--- src/rtl/cdu_pip_pulse_conditioner.sv ---
// Purpose: synchronise raw CDU/PIPA/shaft/trunnion pulses and hold one signed pending-count accumulator per channel for the counter cell.
// Latency: a raw rising edge becomes a request after 3-4 clocks, and an ACK retires its count at the next edge.
// Backpressure: requests stay level-held until ACKed; counts beyond +/-(2^(ACC_W-1)-1) saturate and set a sticky OVF flag.
module cdu_pip_pulse_conditioner #(
    parameter int N_CH  = 8,
    parameter int ACC_W = 4
) (
    input  logic            CLOCK,
    input  logic            rst,
    input  logic [N_CH-1:0] RAW_P,
    input  logic [N_CH-1:0] RAW_M,
    input  logic [N_CH-1:0] CH_EN,
    input  logic [N_CH-1:0] ACK,
    input  logic            OVF_CLR,
    output logic [N_CH-1:0] REQ_P,
    output logic [N_CH-1:0] REQ_M,
    output logic [N_CH-1:0] OVF,
    output logic            BUSY
);

    localparam int SUM_W = ACC_W + 2;
    localparam logic signed [SUM_W-1:0] ONE     = SUM_W'(1);
    localparam logic signed [SUM_W-1:0] ACC_MAX = SUM_W'((1 << (ACC_W - 1)) - 1);
    localparam logic signed [SUM_W-1:0] ACC_MIN = -ACC_MAX;

    logic [N_CH-1:0] s1_p, s2_p, s3_p;
    logic [N_CH-1:0] s1_m, s2_m, s3_m;
    logic [N_CH-1:0] edge_p, edge_m;
    logic [1:0]      warm_q;
    logic            armed;

    // The history flops restart at 0 after reset, so an input that is already high
    // looks like a fresh rising edge. Edges are therefore ignored until the whole
    // s1/s2/s3 chain has refilled from the live inputs.
    always_ff @(posedge CLOCK) begin
        if (!rst) begin
            s1_p   <= '0;
            s2_p   <= '0;
            s3_p   <= '0;
            s1_m   <= '0;
            s2_m   <= '0;
            s3_m   <= '0;
            warm_q <= '0;
        end else begin
            s1_p <= RAW_P;
            s2_p <= s1_p;
            s3_p <= s2_p;
            s1_m <= RAW_M;
            s2_m <= s1_m;
            s3_m <= s2_m;
            if (warm_q != 2'd3) begin
                warm_q <= warm_q + 2'd1;
            end
        end
    end

    assign armed  = (warm_q == 2'd3);
    assign edge_p = s2_p & ~s3_p;
    assign edge_m = s2_m & ~s3_m;

    for (genvar i = 0; i < N_CH; i++) begin : g_ch
        logic signed [ACC_W-1:0] acc_q;
        logic signed [ACC_W-1:0] acc_d;
        logic signed [SUM_W-1:0] sum;
        logic                    inc, dec, req_p, req_m, ovf_q, ovf_hit;

        assign req_p = ~acc_q[ACC_W-1] & (|acc_q);
        assign req_m = acc_q[ACC_W-1];

        always_comb begin
            inc     = edge_p[i] & CH_EN[i] & armed;
            dec     = edge_m[i] & CH_EN[i] & armed;
            sum     = {{2{acc_q[ACC_W-1]}}, acc_q};
            ovf_hit = 1'b0;
            acc_d   = acc_q;
            if (inc) sum = sum + ONE;
            if (dec) sum = sum - ONE;
            if (ACK[i] && req_p) begin
                sum = sum - ONE;
            end else if (ACK[i] && req_m) begin
                sum = sum + ONE;
            end
            if (sum > ACC_MAX) begin
                acc_d   = ACC_MAX[ACC_W-1:0];
                ovf_hit = 1'b1;
            end else if (sum < ACC_MIN) begin
                acc_d   = ACC_MIN[ACC_W-1:0];
                ovf_hit = 1'b1;
            end else begin
                acc_d = sum[ACC_W-1:0];
            end
        end

        // A new saturation outranks a same-cycle clear.
        always_ff @(posedge CLOCK) begin
            if (!rst) begin
                acc_q <= '0;
                ovf_q <= 1'b0;
            end else begin
                acc_q <= acc_d;
                if (ovf_hit) begin
                    ovf_q <= 1'b1;
                end else if (OVF_CLR) begin
                    ovf_q <= 1'b0;
                end
            end
        end

        assign REQ_P[i] = req_p;
        assign REQ_M[i] = req_m;
        assign OVF[i]   = ovf_q;
    end

    assign BUSY = (|REQ_P) | (|REQ_M);

endmodule

--- config.mk ---
export PLATFORM = sky130hd
export DESIGN_NAME = cdu_pip_pulse_conditioner
export DESIGN_NICKNAME = d
export VERILOG_FILES = /design/src/rtl/cdu_pip_pulse_conditioner.sv
export SDC_FILE = /design/constraint.sdc
export NUM_CORES = 1
export LEC_CHECK = 0
export ABC_CLOCK_PERIOD_IN_PS = 8300
export CORE_MARGIN = 3
export CORE_UTILIZATION = 53
export DETAILED_ROUTE_END_ITERATION = 10
export PLACE_DENSITY = 0.84
export SYNTH_ARGS = -nofsm -noshare
export SYNTH_HDL_FRONTEND = slang
export SYNTH_SLANG_ARGS = --single-unit
--- constraint.sdc ---
create_clock -name CLOCK -period 8.3 [get_ports CLOCK]
set_input_delay 1.66 -clock CLOCK [delete_from_list [all_inputs] [get_ports CLOCK]]
set_output_delay 1.66 -clock CLOCK [all_outputs]
set_load 0.01 [all_outputs]
## Yosys cells after proc, flatten, opt, wreduce, memory -nomap -nowiden

Index checks and enable logic that the tools add are counted.

| word-level totals | value |
|---|---|
| register bits | 90 |

| cells by class | value |
|---|---|
| mux-type cells | 73 |
| equality and inequality tests | 2 |
| add/subtract/negate cells | 33 |
| $lt $le $gt $ge | 16 |
| bitwise logic cells | 54 |
| reductions and logical operators | 42 |

Operators by type and width:

| operator | count |
|---|---|
| 2-to-1 mux 6 bit | 32 |
| subtractor 6 x 2 -> 6 bit (second input constant) | 16 |
| adder 6 x 2 -> 6 bit (second input constant) | 8 |
| greater-than comparator 6 x 4 -> 1 bit (second input constant) | 8 |
| < comparator 6 x 4 -> 1 bit (second input constant) | 8 |
| adder 4 x 2 -> 5 bit (second input constant) | 8 |
| bitwise AND 1 bit | 40 |
| 2-to-1 mux 4 bit | 8 |
| OR reduction 4 bit | 8 |
| 2-to-1 mux 1 bit | 25 |
| 2-to-1 mux 3 bit | 8 |
| bitwise AND 8 bit | 2 |
| logical AND 1 bit | 16 |
| NOT 8 bit | 2 |
| nonzero test 2 bit | 8 |
| OR reduction 2 bit | 8 |
| OR reduction 8 bit | 2 |
| NOT 1 bit | 9 |
| adder 2 x 1 -> 2 bit (second input constant) | 1 |
| equality test 2 bit (second input constant) | 1 |
| != test 2 bit (second input constant) | 1 |
| OR 1 bit | 1 |

## Depth between registers and ports, before layout

Gate-level depths: netlist of the first run.

| depth | value |
|---|---|
| word-level depth | 14 |
| depth in mapped cells | 19 |
| gate-level depth less buffers | 15 |

## Worst setup path after synthesis of the first run

OpenSTA, ideal clock, no wires.

| timing path | value |
|---|---|
| path type | input-to-reg |
| from | input CH_EN[2] |
| to | register g_ch[2].acc_q[0] |
| stages on the path | 15 |
| required time | 8.229 ns |
| path buffers | 1 |
| arrival | 4.099 ns |
| slack | 4.131 ns |
| cells stage by stage | nand4b_1 > clkbuf_1 > nor3_1 > o21ai_0 > o21ai_0 > inv_1 > ha_1 > inv_1 > o31ai_1 > nand2_1 > xor2_1 > or4b_2 > nand3_1 > mux2i_1 > a21oi_1 |

| on the way | value |
|---|---|
| word-level cells in the longest chain between the ends | 11 |

Ends and longest elaborated chain:

| what | line | RTL |
|---|---|---|
| from (decl) | 12 | `input logic [N_CH-1:0] CH_EN,` |
| bitwise AND 1 bit (2 in a row) | 71 | `inc = edge_p[i] & CH_EN[i] & armed;` |
| 2-to-1 mux 6 bit | 76 | `if (inc) sum = sum + ONE;` |
| subtractor 6 x 2 -> 6 bit | 77 | `if (dec) sum = sum - ONE;` |
| 2-to-1 mux 6 bit * | 77 |  |
| adder 6 x 2 -> 6 bit | 81 | `sum = sum + ONE;` |
| 2-to-1 mux 6 bit | 80 | `end else if (ACK[i] && req_m) begin` |
| 2-to-1 mux 6 bit * | 78 | `if (ACK[i] && req_p) begin` |
| < comparator 6 x 4 -> 1 bit | 86 | `end else if (sum < ACC_MIN) begin` |
| 2-to-1 mux 4 bit | 86 |  |
| 2-to-1 mux 3 bit * | 83 | `if (sum > ACC_MAX) begin` |
| to (signal assigned) | 97 | `acc_q <= '0;` |
| to (signal assigned) | 100 | `acc_q <= acc_d;` |
| to (decl) | 62 | `logic signed [ACC_W-1:0] acc_q;` |

Every way passes the cells marked *; elsewhere a longest branch is shown, timed or not.
A chain may end at the register's enable or synchronous reset.

## Worst setup path after layout of the first run

Same ends and word-level chain as after synthesis.

==> results by group, run 1 <==
Timing
  – Setup TNS: 0 ps
  – Min Tclk post-route: 4740 ps
  – Max Slew Vio Count: 0
  – Rel. slew slack: 50.7%
  – Tcrit/Tclk final: 57.1%
  – Hold_ws: 433 ps
  – RSZ-0062 raised after global routing: no
  – Hold Vio Cnt, Final: 0
  – Final setup violation count: 0
  – Max Clk Rate: 211 MHz
  – Worst slew pin tran: 733 ps
  – Layout Skew: 7.05 ps

Die
  – I/O pin count: 60
  – # rows: 44
  – Die Width: 129 um
  – Core area: 14,700 sq um
  – Die height: 129 um
  – Initial Util: 55.0%
  – Overall die area: 16,800 sq um

Drt
  – Pre-antenna DRT Iters: 5
  – Via count: 7,640
  – Residual DRC: 0
  – Routed Antenna Nets: 0
  – WL per Instance: 15.9 um
  – Iter 0 DRT Violations: 602
  – Final WL: 19,500 um
  – Vias per cell: 6.25

Final layout
  – Final Util: 59.9%
  – Most frequent cells in the layout: dfxtp_1 (90), nand2_1 (78), and2_1 (67)
  – Cell area after layout: 8810 sq um
  – Commonest non-fill, non-tap cell in the layout: dfxtp_1
  – Share of cells above drive strength 1: 5.87%
  – Area growth syn-to-layout: 8.95%
  – Number of nets in the layout: 1,110
  – Fill cells: 1,319
  – Antenna cells: 0

Yosys
  – Yosys cell types: 101
  – Mapped Cells: 1,034
  – Synth Register Bits: 90
  – Mux cell area share after synthesis: 1.76%
  – Post-synth top flop: dfxtp_1
  – Syn Area/Cell: 7.82 sq um
  – Top post-synthesis cells by area: dfxtp_1 (22%), ha_1 (6.3%), and2_1 (5.2%), xnor2_1 (3.9%), nand2_1 (3.6%)
  – Synth top area share: 22.3%
  – Sequential area share after synthesis: 22.3%
  – Warnings from Yosys: 0
  – Synth Area in Compound Gates: 22.2%
  – Mapped Area: 8080 sq um
  – Post-Synthesis Net Count: 1,110
  – Number of synthesized flops with an enable pin: 0
  – Largest family of logic cells by synthesized area: simple AND/OR/NAND/NOR gates
  – Async S/R FF share, synth: 0%
  – Synth area leader: dfxtp_1
  – Post-Synth Simple-Gate Area: 32.6%
  – Synth Area in XOR/XNOR: 7.06%
  – Post-Synth Adder-Cell Area: 6.59%

Pwr
  – Switching Fraction: 46.1%
  – Leakage: 3.36 nW
  – Peak VDD IR: 154 uV
  – PwrDens: 312 nW/um^2
  – Int Pwr: 1.48 mW
  – Clock share of power: 14.4%
  – Psw: 1.27 mW
  – Logic pwr share: 60.9%
  – Power share of the sequential group: 24.7%

Clock tree
  – CTS root buf: clkbuf_16
  – Worst-skew pair later-pin latency: 350 ps
  – Hold Buf Count CTS: 0
  – Clock-pin slew on the worst setup and hold paths: 60 ps
  – CTS tree: built
  – Clk buf depth: 2
  – Clk sinks: 90
  – Post-CTS sizing: 0
  – H-tree levels: 3
  – Setup bufs post-CTS: 0
  – CTS Buf Count: 9

GRT
  – First-pass GRT wire length: 32,400 um
  – Gr usage total: 23.2%
  – Initial antenna violation count: 0
  – Remaining Overflow, GRT: 0
  – Vias in the first global route: 6,963
  – Largest net degree at the start of global routing: 73

Hold path
  – Hold Crit Class: reg2reg

Place
  – DP HPWL: 14,700 um
  – GPL Wtd Cong: 0.946
  – I/O Buffers: 59
  – Placement Cell Area: 8520 sq um

Worst setup path
  – Critical path class: in2reg
  – Crit-path max FO: 12
  – Critical Path Source Type: primary input
  – CP endpoint kind: flip-flop
  – Critical path required time: 8580 ps
  – Crit path arrival time: 5020 ps

Status
  – Status: finished, final reports clean

Flow run
  – Max-cap viol count: 0
[flip-flops by register name, summed over array words and instances, names as in the netlist]
signal      cells
s1_p            8
g_ch.ovf_q      8
s3_p            8
s3_m            8
s1_m            8
warm_q          2
g_ch.acc_q     32
s2_p            8
s2_m            8
[critical path, cell delays in order]
cell	delay (ps)
clkdlybuf4s50_1	560
nand4b_1	400
nor2_1	250
xnor2_1	160
o21ai_0	170
inv_1	100
ha_1	170
inv_1	40
o31ai_1	210
nand2_1	100
xor2_1	180
or4b_2	670
nand3_1	110
mux2i_1	90
a21oi_1	160
[layout make-up]
class                           count  area [sq um]  area share (%)
Multi-Input combinational cell    818          5680            64.5
Sequential cell                    90          1800            20.5
Tap cell                          184           230            2.61
Clock buffer                       11           253            2.87
Timing Repair Buffer               62           608            6.91
Clock inverter                      5          37.5           0.426
Inverter                           53           199            2.26
[Yosys cell counts (15+ instances only)]
library cell / instances
dfxtp_1: 90
nand3_1: 45
inv_1: 53
clkbuf_1: 35
o21ai_0: 43
xnor2_1: 36
or3_1: 16
and2_1: 67
nor2b_1: 20
nor3_1: 25
nand2b_1: 16
a21oi_1: 50
ha_1: 41
nand2_1: 78
and4b_1: 15
buf_4: 27
xor2_1: 17
nor2_1: 64
[cells by family after synthesis]
| kind of cell | after synthesis |
|---|---|
| compound gates | 254 |
| xor+xnor | 58 |
| fa+ha+maj | 43 |
| buf+inv | 126 |
| flops | 90 |
| mux | 14 |
| simple gates | 449 |
[per-stage QoR]
| stage | cells | setup slack [ps] | power, mW |
|---|---|---|---|
| final | 1223 | 3560 | 2.75 |
| after global placement | 1207 | 3360 | 2.29 |
| after detailed placement | 1207 | 3230 | 2.33 |
| after floorplan | 1034 | 4130 | 1.97 |
| after CTS | 1223 | 3600 | 2.74 |
| after global routing | 1223 | 3240 | 2.98 |
[power by group through the flow]
stage	clock network, mW	registers (mW)	logic, mW
4_1_cts	0.407	0.673	1.66
2_1_floorplan	0	0.591	1.38
3_3_place_gp	0	0.681	1.60
6_report	0.396	0.678	1.67
5_1_grt	0.424	0.692	1.86
3_5_place_dp	0	0.682	1.64
[routing by layer]
metal / vias up / routed length, um / GRT usage, %
met5: - / 0 / 0
met4: 0 / 376 / 6.97
met3: 38 / 1290 / 4.62
met2: 288 / 9050 / 38.1
met1: 3560 / 8780 / 30.8
li1: 3754 / - / -
[worst paths after layout]
path | from | to | slack [ps] | cells past startpoint
setup / recovery | CH_EN[2] | g_ch[2].acc_q[0] | 3560 | 15
hold / removal | s1_p[2] | s2_p[2] | 430 | 1
setup reg to reg | warm_q[0] | g_ch[2].acc_q[0] | 4110 | 16
hold reg to reg | s1_p[2] | s2_p[2] | 430 | 1
No activity file was read; power rests on OpenSTA's default activity.
==> run 2, diff against run 1 <==
--- a/config.mk
+++ b/config.mk
@@ -5,11 +5,11 @@
 export SDC_FILE = /design/constraint.sdc
 export NUM_CORES = 1
 export LEC_CHECK = 0
-export ABC_CLOCK_PERIOD_IN_PS = 8300
+export ABC_CLOCK_PERIOD_IN_PS = 4000
 export CORE_MARGIN = 3
 export CORE_UTILIZATION = 53
 export DETAILED_ROUTE_END_ITERATION = 10
-export PLACE_DENSITY = 0.84
+export PLACE_DENSITY = 0.87
 export SYNTH_ARGS = -nofsm -noshare
 export SYNTH_HDL_FRONTEND = slang
 export SYNTH_SLANG_ARGS = --single-unit
==> constraint.sdc (replaced) <==
create_clock -name CLOCK -period 4 [get_ports CLOCK]
set_input_delay 0.8 -clock CLOCK [delete_from_list [all_inputs] [get_ports CLOCK]]
set_output_delay 0.8 -clock CLOCK [all_outputs]
set_load 0.01 [all_outputs]
==> run 2 against run 1 <==
  * Register-to-register slack got worse by 3700 ps
  * Clock-buffer cell count decreased by 2
  * Utilization increased by 1.5 points
  * Die area unchanged
  * Global-route usage increased by 0.94 points
  * Setup slack got worse by 3200 ps
  * Clock power increased by 120%
  * Non-clock buffer count increased by 26
  * Power increased by 110%
  * Hold slack improved by 3.8 ps
  * Routed wire length increased by 4.3%
  * Critical path type is now reg2reg
  * Largest power group unchanged
==> results by group, run 2 (synthesized netlist as in run 1, its figures left out) <==
GRT
  – First-pass GRT wire length: 33,600 um (was 32,400 um)
  – Vias in the first global route: 7,165 (was 6,963)
  – Gr usage total: 24.1% (was 23.2%)
  – Initial antenna violation count: 0 (unchanged)
  – Remaining Overflow, GRT: 0 (unchanged)
  – Largest net degree at the start of global routing: 72 (was 73)

Worst setup path
  – Critical Path Source Type: flip-flop (was primary input)
  – CP endpoint kind: flip-flop (unchanged)
  – Crit-path max FO: 11 (was 12)
  – Crit path arrival time: 3900 ps (was 5020 ps)
  – Critical path required time: 4270 ps (was 8580 ps)
  – Critical path class: reg2reg (was in2reg)

Timing
  – Tcrit/Tclk final: 90.9%
  – Max Clk Rate: 275 MHz
  – Rel. slew slack: 44.4% (was 50.7%)
  – Worst setup margin: 362 ps (was 3560 ps)
  – Max Slew Vio Count: 0 (unchanged)
  – Worst slew pin tran: 812 ps (was 733 ps)
  – Hold Vio Cnt, Final: 0 (unchanged)
  – Final setup violation count: 0 (unchanged)
  – Hold_ws: 436 ps (was 433 ps)
  – Min Tclk post-route: 3640 ps
  – Setup TNS: 0 ps (unchanged)
  – RSZ-0062 raised after global routing: no (unchanged)
  – Layout Skew: 11.0 ps (was 7.05 ps)

Die
  – Core area: 14,700 sq um (unchanged)
  – I/O pin count: 60 (unchanged)
  – Die Width: 129 um (unchanged)
  – Overall die area: 16,800 sq um (unchanged)
  – Initial Util: 55.0% (unchanged)
  – Die height: 129 um (unchanged)
  – # rows: 44 (unchanged)

Clock tree
  – Post-CTS sizing: 0 (unchanged)
  – H-tree levels: 3 (unchanged)
  – CTS root buf: clkbuf_16 (unchanged)
  – Clock-pin slew on the worst setup and hold paths: 70 ps (was 60 ps)
  – Clk sinks: 90 (unchanged)
  – Setup bufs post-CTS: 0 (unchanged)
  – Worst-skew pair later-pin latency: 350 ps (about the same)
  – Clk buf depth: 2 (unchanged)
  – CTS Buf Count: 9 (unchanged)
  – Hold Buf Count CTS: 0 (unchanged)
  – CTS tree: built (unchanged)

Final layout
  – Antenna cells: 0 (unchanged)
  – Top reg by flops: g_ch.acc_q (unchanged)
  – FF+latch area: 1800 sq um (unchanged)
  – Max reg flops: 32 (unchanged)
  – Final Util: 61.4% (was 59.9%)
  – Cell area after layout: 9020 sq um (was 8810 sq um)
  – Cell Count, Final, Fillers Out: 1,249 (was 1,223)
  – Number of nets in the layout: 1,136 (was 1,110)
  – Commonest non-fill, non-tap cell in the layout: dfxtp_1 (unchanged)
  – Area growth syn-to-layout: 11.7% (was 8.95%)
  – Fill cells: 1,276 (was 1,319)
  – Most frequent cells in the layout: dfxtp_1 (90), nand2_1 (78), and2_1 (67) (unchanged)
  – Share of cells above drive strength 1: 8.17% (was 5.87%)
  – Area of the multi-input gates: 5680 sq um (unchanged)

Drt
  – Vias per cell: 6.16 (was 6.25)
  – Iter 0 DRT Violations: 601 (was 602)
  – Final WL: 20,300 um (was 19,500 um)
  – Routed Antenna Nets: 0 (unchanged)
  – Via count: 7,695 (was 7,640)
  – Pre-antenna DRT Iters: 5 (unchanged)
  – WL per Instance: 16.3 um (was 15.9 um)
  – Residual DRC: 0 (unchanged)

Place
  – Cells after DPL: 1,233 (was 1,207)
  – Dpl ws: 86.3 ps (was 3230 ps)
  – I/O Buffers: 59 (unchanged)
  – Placement Cell Area: 8720 sq um (was 8520 sq um)
  – GPL Wtd Cong: 0.948 (was 0.946)
  – DP HPWL: 15,200 um (was 14,700 um)

Pwr
  – Total Power Consumption: 5.84 mW (was 2.75 mW)
  – PwrDens: 647 nW/um^2 (was 312 nW/um^2)
  – Peak VDD IR: 301 uV (was 154 uV)
  – Leakage: 3.50 nW (was 3.36 nW)

Flow run
  – Max-cap viol count: 0 (unchanged)

Status
  – Status: finished, final reports clean (unchanged)

Hold path
  – Hold Crit Class: reg2reg (unchanged)
[run 2: worst paths after layout]
check / slack, ps / start / cells after the start / endpoint
worst max-delay path: 360 / warm_q[0] / 12 / g_ch[4].acc_q[0]
worst max register to register: 360 / warm_q[0] / 12 / g_ch[4].acc_q[0]
worst min-delay path: 440 / s1_p[0] / 1 / s2_p[0]
worst min register to register: 440 / s1_p[0] / 1 / s2_p[0]
[run 2: power by group]
group          total, mW  switching, mW  internal [mW]
logic               3.56           1.97           1.59
clock network      0.865          0.375          0.489
registers           1.42          0.331           1.08
[run 2: layout make-up]
class | count | share of cell area (%)
tap | 184 | 2.55
timing repair buffer | 88 | 9.04
clock inverter | 7 | 0.846
sequential | 90 | 20.0
multi-input combinational | 818 | 62.9
clock buffer | 9 | 2.50
inverter | 53 | 2.20
[run 2: worst max-delay path, stage by stage (launching register included)]
cell and delay [ps]:
dfxtp_1 350, ha_1 340, buf_4 250, and4b_1 390, xnor2_1 130, xnor2_1 380, inv_1 130, ha_1 230
and3_1 210, a21oi_1 330, a211oi_1 140, or4_4 520, o22ai_2 150
[run 2: layer usage]
layer	part of all wire, %	track usage, %	wire length [um]
met3	6.3	4.74	1290
met2	46	39.5	9320
met4	2.1	7.64	429
met5	0	0	0
met1	46	32.1	9290
==> run 3, diff against run 2 <==
--- a/config.mk
+++ b/config.mk
@@ -6,9 +6,12 @@
 export NUM_CORES = 1
 export LEC_CHECK = 0
 export ABC_CLOCK_PERIOD_IN_PS = 4000
+export CAP_MARGIN = 0
 export CORE_MARGIN = 3
 export CORE_UTILIZATION = 53
 export DETAILED_ROUTE_END_ITERATION = 10
+export HOLD_SLACK_MARGIN = 0.1
+export MAX_ROUTING_LAYER = met4
 export PLACE_DENSITY = 0.87
 export SYNTH_ARGS = -nofsm -noshare
 export SYNTH_HDL_FRONTEND = slang
==> run 3 against run 2 <==
  * First-iteration DRC count rose by 30%
  * Utilization fell by 0.31 points
  * Hold slack got worse by 3.4 ps
  * Cell count fell by 0.16%
  * Register-to-register slack improved by 98 ps
  * Via count rose by 1.7%
  * Clock power fell by 8.8%
  * Flip-flop and latch count did not move
  * Final area fell by 0.51%
  * Critical endpoint unchanged
  * Largest power group unchanged
==> results by group, run 3 (synthesized netlist as in run 1, its figures left out) <==
Clock tree
  – Post-CTS sizing: 0 (unchanged)
  – Clk buf depth: 2 (unchanged)
  – Clock-pin slew on the worst setup and hold paths: 60 ps (was 70 ps)
  – Worst-skew pair later-pin latency: 350 ps (about the same)
  – CTS Buf Count: 9 (unchanged)
  – CTS root buf: clkbuf_16 (unchanged)
  – Clk sinks: 90 (unchanged)
  – Setup bufs post-CTS: 0 (unchanged)
  – CTS tree: built (unchanged)
  – Hold Buf Count CTS: 0 (unchanged)
  – H-tree levels: 3 (unchanged)

Timing
  – Tcrit/Tclk final: 92.3% (was 90.9%)
  – Final setup violation count: 0 (unchanged)
  – Hold Vio Cnt, Final: 0 (unchanged)
  – Setup TNS: 0 ps (unchanged)
  – Min Tclk post-route: 3690 ps (was 3640 ps)
  – Layout Skew: 5.99 ps (was 11.0 ps)
  – Rel. slew slack: 49.2% (was 44.4%)
  – RSZ-0062 raised after global routing: no (unchanged)
  – Worst setup margin: 310 ps (was 362 ps)
  – Worst slew pin tran: 759 ps (was 812 ps)
  – Max Clk Rate: 271 MHz (was 275 MHz)
  – Max Slew Vio Count: 0 (unchanged)

Final layout
  – Fill cells: 1,269 (was 1,276)
  – Number of nets in the layout: 1,136 (unchanged)
  – Commonest non-fill, non-tap cell in the layout: dfxtp_1 (unchanged)
  – Max reg flops: 32 (unchanged)
  – Antenna cells: 0 (unchanged)
  – FF+latch area: 1800 sq um (unchanged)
  – Final Util: 61.1% (was 61.4%)
  – Cell Count, Final, Fillers Out: 1,247 (was 1,249)
  – Most frequent cells in the layout: dfxtp_1 (90), nand2_1 (78), and2_1 (67) (unchanged)
  – Area growth syn-to-layout: 11.1% (was 11.7%)
  – Top reg by flops: g_ch.acc_q (unchanged)
  – Share of cells above drive strength 1: 8.00% (was 8.17%)
  – Area of the multi-input gates: 5680 sq um (unchanged)

Die
  – Die Width: 129 um (unchanged)
  – # rows: 44 (unchanged)
  – Initial Util: 55.0% (unchanged)
  – Die height: 129 um (unchanged)
  – I/O pin count: 60 (unchanged)
  – Core area: 14,700 sq um (unchanged)
  – Overall die area: 16,800 sq um (unchanged)

Worst setup path
  – Critical path required time: 4270 ps (about the same)
  – Crit-path cells: clkdlybuf4s50_1 > and4b_1 > xnor2_1 > xnor2_1 > inv_1 > ha_1 > and3_1 > a32oi_2 > a211oi_1 > or4_4 > o22ai_2 (was ha_1 > buf_4 > and4b_1 > xnor2_1 > xnor2_1 > inv_1 > ha_1 > and3_1 > a21oi_1 > a211oi_1 > or4_4 > o22ai_2)
  – CP max stage delay: 520 ps (about the same)
  – Critical Path Source Type: primary input (was flip-flop)
  – Register-to-register setup slack: 460 ps (was 360 ps)
  – Crit-path max FO: 8 (was 11)
  – CP max-delay cell: or4_4 (unchanged)
  – CP Buf/Inv Count: 2 (unchanged)
  – Critical path class: in2reg (was reg2reg)
  – Worst r2r src: g_ch[3].acc_q[0] (was warm_q[0])
  – Crit path arrival time: 3960 ps (was 3900 ps)
  – Worst path depth: 11 (was 12)
  – CP endpoint kind: flip-flop (unchanged)
  – FF-to-FF End: g_ch[3].ovf_q (was g_ch[4].acc_q[0])
  – CP most frequent cell: xnor2_1
  – Crit-path leading delay family: simple AND/OR/NAND/NOR gates (unchanged)
  – Worst reg2reg path depth: 14 (was 12)

Hold path
  – Min-delay src: s1_m[3] (was s1_p[0])
  – Hold depth: 1 (unchanged)
  – Hold Crit Class: reg2reg (unchanged)
  – Hold EP: s2_m[3] (was s2_p[0])

Drt
  – Pre-antenna DRT Iters: 8 (was 5)
  – Iter 0 DRT Violations: 784 (was 601)
  – Final WL: 20,600 um (was 20,300 um)
  – WL per Instance: 16.5 um (was 16.3 um)
  – Residual DRC: 0 (unchanged)
  – Vias per cell: 6.27 (was 6.16)
  – Via count: 7,823 (was 7,695)
  – Routed Antenna Nets: 0 (unchanged)

Pwr
  – Total Power Consumption: 5.76 mW (was 5.84 mW)
  – PwrDens: 642 nW/um^2 (was 647 nW/um^2)
  – Peak VDD IR: 328 uV (was 301 uV)
  – Leakage: 3.47 nW (was 3.50 nW)

Place
  – Cells after DPL: 1,233 (unchanged)
  – DP HPWL: 15,300 um (was 15,200 um)
  – GPL Wtd Cong: 0.969 (was 0.948)
  – I/O Buffers: 59 (unchanged)
  – Dpl ws: 15.1 ps (was 86.3 ps)

Status
  – Status: finished, final reports clean (unchanged)

GRT
  – Largest net degree at the start of global routing: 72 (unchanged)
  – Gr usage total: 24.9% (was 24.1%)
  – First-pass GRT wire length: 33,900 um (was 33,600 um)
  – Vias in the first global route: 7,319 (was 7,165)
  – Remaining Overflow, GRT: 0 (unchanged)
  – Initial antenna violation count: 0 (unchanged)

Flow run
  – Max-cap viol count: 0 (unchanged)
## run 3: changes by cell type in the layout (fill, tap and decap cells not counted), sizes merged
cell,delta
bufinv,-1
clkbuf,+1
clkinv,-2
clkinvlp,+1
inv,-1
## run 3: power by group
group | leakage [nW] | switching, mW | total (mW) | internal (mW)
clock | 0.127 | 0.357 | 0.789 | 0.432
sequential | 0.743 | 0.331 | 1.42 | 1.08
combinational | 2.60 | 1.97 | 3.56 | 1.58
## run 3: metal layers
layer / GRT usage, % / wire length (um)
met2: 39.7 / 9470
met3: 4.95 / 1520
met5: - / 0
met1: 32.1 / 9140
met4: 7.70 / 461
## run 3: cell type report
class	count	area share [%]
multi-input combinational	818	63.2
sequential	90	20.1
timing repair buffer	88	8.95
clock buffer	10	2.66
tap	184	2.56
inverter	53	2.22
clock inverter	4	0.321
## run 3: worst max path at each step
stage / end / slack (ps) / from
final: g_ch[4].acc_q[0] / 310 / CH_EN[4]
after global routing: g_ch[4].acc_q[1] / 60 / CH_EN[4]
after CTS: g_ch[2].acc_q[0] / 370 / CH_EN[2]
after detailed placement: g_ch[2].acc_q[0] / 20 / CH_EN[2]
after global placement: g_ch[2].acc_q[0] / 140 / CH_EN[2]
after floorplan: g_ch[2].acc_q[0] / 670 / warm_q[0]
## run 3: worst register-to-register path, cell delays in order, from the launching register on
cell and delay [ps]:
dfxtp_1 530, inv_1 190, ha_1 390, or3_1 390, nand3_1 120, and2_1 210, inv_1 60, ha_1 200
a31o_2 250, a211oi_1 310, nor2b_1 120, o211ai_1 180, o211ai_1 130, o311a_1 180, a21o_1 170
## run 3: stage by stage
stage	area [sq um]	hold WS (ps)
2_1_floorplan	8080	412
3_3_place_gp	8710	413
3_5_place_dp	8710	420
4_1_cts	8980	436
5_1_grt	8980	448
6_report	8980	433
